**src/rtl/hs_sync_pkg.sv**
```systemverilog
// Shared types and constants for the 4-phase sync sink.
// Build option: HS4_SINK_SYNC3_EN selects a 3-flop request synchroniser (2 flops otherwise).
package hs_sync_pkg;

  typedef enum logic {HS_IDLE, HS_ACKED} hs_state_e;

`ifdef HS4_SINK_SYNC3_EN
  localparam int SYNC_STAGES = 3;
`else
  localparam int SYNC_STAGES = 2;
`endif

endpackage

```
**src/rtl/sync_ff.sv**
```systemverilog
// Multi-flop synchroniser for a single asynchronous bit; clears to 0 on reset.
module sync_ff #(
  parameter int STAGES = 2
) (
  input  logic clk_i,
  input  logic rst_i,
  input  logic d_i,
  output logic q_o
);

  logic [STAGES-1:0] r_chain;

  // Shift the async input through the flop chain.
  always_ff @(posedge clk_i or posedge rst_i) begin
    if (rst_i) r_chain <= '0;
    else       r_chain <= {r_chain[STAGES-2:0], d_i};
  end

  assign q_o = r_chain[STAGES-1];

endmodule

```
**src/rtl/hs4_sync_sink.sv**
```systemverilog
// Clocked sink for one branch of a 4-phase bundled-data fork.
// Synchronises req_i, captures data_i into a FIFO, returns a 4-phase ack,
// and presents words on a valid/ready interface.
// Build option: HS4_SINK_SYNC3_EN (via hs_sync_pkg) lengthens the synchroniser to 3 flops.
module hs4_sync_sink
  import hs_sync_pkg::*;
#(
  parameter int DATA_W = 32,
  parameter int DEPTH  = 4
) (
  input  logic                       clk_i,
  input  logic                       rst_i,
  input  logic                       req_i,
  input  logic [DATA_W-1:0]          data_i,
  output logic                       ack_o,
  output logic                       valid_o,
  input  logic                       ready_i,
  output logic [DATA_W-1:0]          data_o,
  output logic [$clog2(DEPTH+1)-1:0] count_o
);

  localparam int PTR_W = $clog2(DEPTH);
  localparam int CNT_W = $clog2(DEPTH+1);

  logic              w_req_s;
  hs_state_e         r_state;
  hs_state_e         w_state_nxt;
  logic              r_ack;
  logic [PTR_W-1:0]  r_wr_ptr;
  logic [PTR_W-1:0]  r_rd_ptr;
  logic [CNT_W-1:0]  r_count;
  logic [DATA_W-1:0] r_mem [DEPTH];
  logic              w_full;
  logic              w_push;
  logic              w_pop;

  sync_ff #(.STAGES(SYNC_STAGES)) u_req_sync (
    .clk_i (clk_i),
    .rst_i (rst_i),
    .d_i   (req_i),
    .q_o   (w_req_s)
  );

  // Full is taken from the registered count, so a same-cycle pop never frees a slot for a push.
  assign w_full  = (r_count == CNT_W'(DEPTH));
  assign valid_o = (r_count != '0);
  assign w_pop   = valid_o & ready_i;
  assign w_push  = (r_state == HS_IDLE) & w_req_s & ~w_full;

  // Handshake next state: capture once per request, release ack when req_s drops.
  always_comb begin
    w_state_nxt = r_state;
    case (r_state)
      HS_IDLE:  if (w_push)   w_state_nxt = HS_ACKED;
      HS_ACKED: if (!w_req_s) w_state_nxt = HS_IDLE;
      default:                w_state_nxt = HS_IDLE;
    endcase
  end

  // State and ack registers; ack comes straight from a flop to keep it glitch-free upstream.
  always_ff @(posedge clk_i or posedge rst_i) begin
    if (rst_i) begin
      r_state <= HS_IDLE;
      r_ack   <= 1'b0;
    end else begin
      r_state <= w_state_nxt;
      r_ack   <= (w_state_nxt == HS_ACKED);
    end
  end

  // FIFO pointers and occupancy.
  always_ff @(posedge clk_i or posedge rst_i) begin
    if (rst_i) begin
      r_wr_ptr <= '0;
      r_rd_ptr <= '0;
      r_count  <= '0;
    end else begin
      if (w_push) r_wr_ptr <= r_wr_ptr + PTR_W'(1);
      if (w_pop)  r_rd_ptr <= r_rd_ptr + PTR_W'(1);
      case ({w_push, w_pop})
        2'b10:   r_count <= r_count + CNT_W'(1);
        2'b01:   r_count <= r_count - CNT_W'(1);
        default: r_count <= r_count;
      endcase
    end
  end

  // Storage array; data_i is stable on the capture edge by the bundled-data contract.
  always_ff @(posedge clk_i) begin
    if (w_push) r_mem[r_wr_ptr] <= data_i;
  end

  assign ack_o   = r_ack;
  assign data_o  = r_mem[r_rd_ptr];
  assign count_o = r_count;

endmodule

```
**config.mk**
```make
export PLATFORM = sky130hd
export DESIGN_NAME = hs4_sync_sink
export DESIGN_NICKNAME = d
export VERILOG_FILES = /design/src/rtl/hs_sync_pkg.sv /design/src/rtl/sync_ff.sv /design/src/rtl/hs4_sync_sink.sv
export SDC_FILE = /design/constraint.sdc
export NUM_CORES = 1
export LEC_CHECK = 0
export ABC_CLOCK_PERIOD_IN_PS = 5300
export BUFFER_PORTS_ARGS = -buffer_cell sky130_fd_sc_hd__buf_2
export CAP_MARGIN = 10
export CORE_MARGIN = 5
export CORE_UTILIZATION = 32
export CTS_CLUSTER_SIZE = 40
export DETAILED_ROUTE_END_ITERATION = 8
export PLACE_DENSITY_LB_ADDON = 0.2
export SLEW_MARGIN = 20
export SYNTH_ARGS = -nofsm -noshare
export SYNTH_HDL_FRONTEND = slang
export SYNTH_SLANG_ARGS = --single-unit
```
**constraint.sdc**
```tcl
create_clock -name clk_i -period 5.3 [get_ports clk_i]
set_input_delay 0.53 -clock clk_i [delete_from_list [all_inputs] [get_ports clk_i]]
set_output_delay 0.53 -clock clk_i [all_outputs]
set_load 0.02 [all_outputs]
```
==> metrics.txt <==
Ys Warns=0; DR WL met3=a little under 600 µm; # nets final=336; clock network fraction of total power=0.333; cts bufs inserted=17; skew final=0.00549 ns; Yosys top cell by area=edfxtp_1; share of the synthesized area in the top cell type=0.750; Final Hold Slack=0.102 ns; TritonCTS clock tree=done; synthesis-to-finish area growth=23.5%; Final Max Slew Viols=0; net count after synthesis=around 250; Setup crit start kind=flip-flop; Core Region=15800 µm²; Initial DRT Pass Iterations=4; final WL=9.52 mm; cells after synthesis=211; io pins=73; max capacitance violation total=0; clk sinks=138; clk_lat worst skew=0.42 ns; Finished Core Util=0.400; routed len/inst=18.2 µm; routed vias=2295; Int Pwr=2550 µW; critical path's slowest cell=dfrtp_2; sequential share of power=0.413; fillcell total=1451; total congestion overflow=0; DR top layer=met4; IO buf count=between 70 and 80; total power=3630 µW; crit path kind=flip-flop to output pin; Worst Tran Pin Value=0.959 ns; Total Routing Usage GR=0.112; postcts setup bufs=0; Die Wd=137 µm; # setup viols final=0; cts hold-fix bufs=0; antenna violations before repair=0; Initial Util=0.324; crit end category=output pin; Synth cell types=22; Bufs and invs on worst path=2; sequential area share after synthesis=0.798; post_cts resized=0; commonest non-fill, non-tap cells in the layout=128 x edfxtp_1, 72 x buf_2, 32 x mux4_2; die area=18700 µm²; Setup TNS=0 ns; DRT antenna net count=0; Critical Path AT=2.39 ns; maximum fanout along the worst path=18; DR iter-0 viols=119; P_leak=0.00220 µW; H-tree depth=4; antenna cells=0; placed inst area=5720 µm²; DP HPWL=about 5.5 mm; status=complete, no violations; fin crit share=0.551; number of synthesized register bits=~140; NetSw=1080 µW; global-route wire length before repair=14.8 mm; Die Y=137 µm; wire length on met1=between 4 and 5 mm; CTS Buffer Depth=2; Rows=between 40 and 50; Worst EP required=4.77 ns; root buffer cell=clkbuf_16; number of global-route vias before repair=2570; largest net degree at the start of global routing=34; Via density=between 4 and 5; clk slew on worst S/H paths=0.06 ns; pwr/cell area=573 nW/µm²; peak supply drop=roughly 0.23 mV; fin crit period=2.92 ns; Synth Area per Inst=24.3 µm²; most common cell after layout, fill and taps aside=edfxtp_1; slowest stage delay, CP=0.74 ns; CP Cell Sequence=buf_4 -> mux4_2 -> buf_2; DRC Markers=0; max_slew headroom=0.361; Combinational Power Share=0.254; Crit path max-delay family=flip-flops; f_max=between 300 and 400 MHz; Hold Vio Cnt, Final=0; routability cong.=0.665; worst hold path class=primary input to asynchronous set/reset pin; fin area=6330 µm²; RSZ-0062 raised after global routing=no; switching part of the total power=0.297; layout cells sized above 1=0.466; met2 WL=4.60 mm; Post-Syn Area=5130 µm²; Synth area leaders=edfxtp_1 75%, mux4_2 14%, dfrtp_1 4.9%
[worst register-to-register path, cell delays in order, from the launching register on]
cell	delay, ns
dfrtp_1	0.43
or3b_1	0.41
and3b_1	0.28
inv_1	0.09
ha_1	0.19
inv_1	0.06
fa_1	0.37
xor2_1	0.15
nor2_1	0.12
xor2_1	0.16
[layout make-up]
class                           count  area [µm²]  area share
Sequential cell                   138        4100       0.647
Timing Repair Buffer               73         368      0.0581
Clock buffer                       18         429      0.0678
Tap cell                          216         270      0.0427
Multi-Input combinational cell     57         961       0.152
Inverter                            7        26.3     0.00415
Clock inverter                     14         179      0.0283
[logic make-up (layout without fill, tap and decap cells)]
family | count (synthesis) | after routing | synth area share
xor+xnor | 6 | 6 | 0.0103
compound gates | 2 | 2 | 0.00342
fa+ha+maj | 6 | 6 | 0.0161
buf+inv | 16 | 112 | 0.0144
flops | 138 | 138 | 0.798
simple gates | 9 | 9 | 0.0120
mux | 34 | 34 | 0.145
[through the flow]
stage | worst slack, ns | instances
floorplan | 3.04 | 211
global placement | 2.70 | 491
detailed placement | 2.70 | 491
CTS | 2.23 | 523
global route | 2.13 | 523
finish | 2.38 | 523
[final timing paths]
| check | startpoint | endpoint | slack (ns) | cells after the start |
|---|---|---|---|---|
| setup / recovery | r_rd_ptr[0] | data_o[10] | 2.38 | 3 |
| hold / removal | rst_i | count_o[2] | 0.10 | 2 |
| setup reg to reg | count_o[0] | count_o[2] | 2.96 | 9 |
| hold reg to reg | u_req_sync.r_chain[0] | u_req_sync.r_chain[1] | 0.35 | 0 |
| max in group asynchronous | rst_i | r_rd_ptr[0] | 4.87 | 2 |
| min in group clk_i | req_i | u_req_sync.r_chain[0] | 0.22 | 1 |
[metal layers]
metal	GRT usage	vias up
li1	-	1038
met1	0.135	1171
met2	0.175	69
met3	0.0423	17
met4	0.0588	0
met5	0	-
[sequential cells by signal, summed over array words and instances, names as in the netlist]
signal              count
ack_o                   1
r_mem                 128
r_wr_ptr                2
count_o                 3
u_req_sync.r_chain      2
r_rd_ptr                2
[synth_stat cells]
cell      number
mux2_4         1
and2_1         1
fa_1           1
ha_1           5
nand2_1        1
dfrtp_1       10
and2_2         3
buf_6          1
mux4_2        32
mux2i_1        1
xor2_1         3
and3b_1        1
buf_2          5
inv_1          7
or3b_1         1
clkbuf_1       3
o31a_2         1
nor2_1         1
or3_2          1
o21a_1         1
xnor2_1        3
edfxtp_1     128
[power groups by stage]
stage                     clock, µW  sequential (µW)  combinational [µW]
after global placement            0             1530                 945
after CTS                      1240             1510                 953
after global routing           1290             1530                1000
final                          1210             1500                 922
after detailed placement          0             1530                 949
after floorplan                   0             1430                 732
Note: power is estimated with default switching activity, not from simulation.
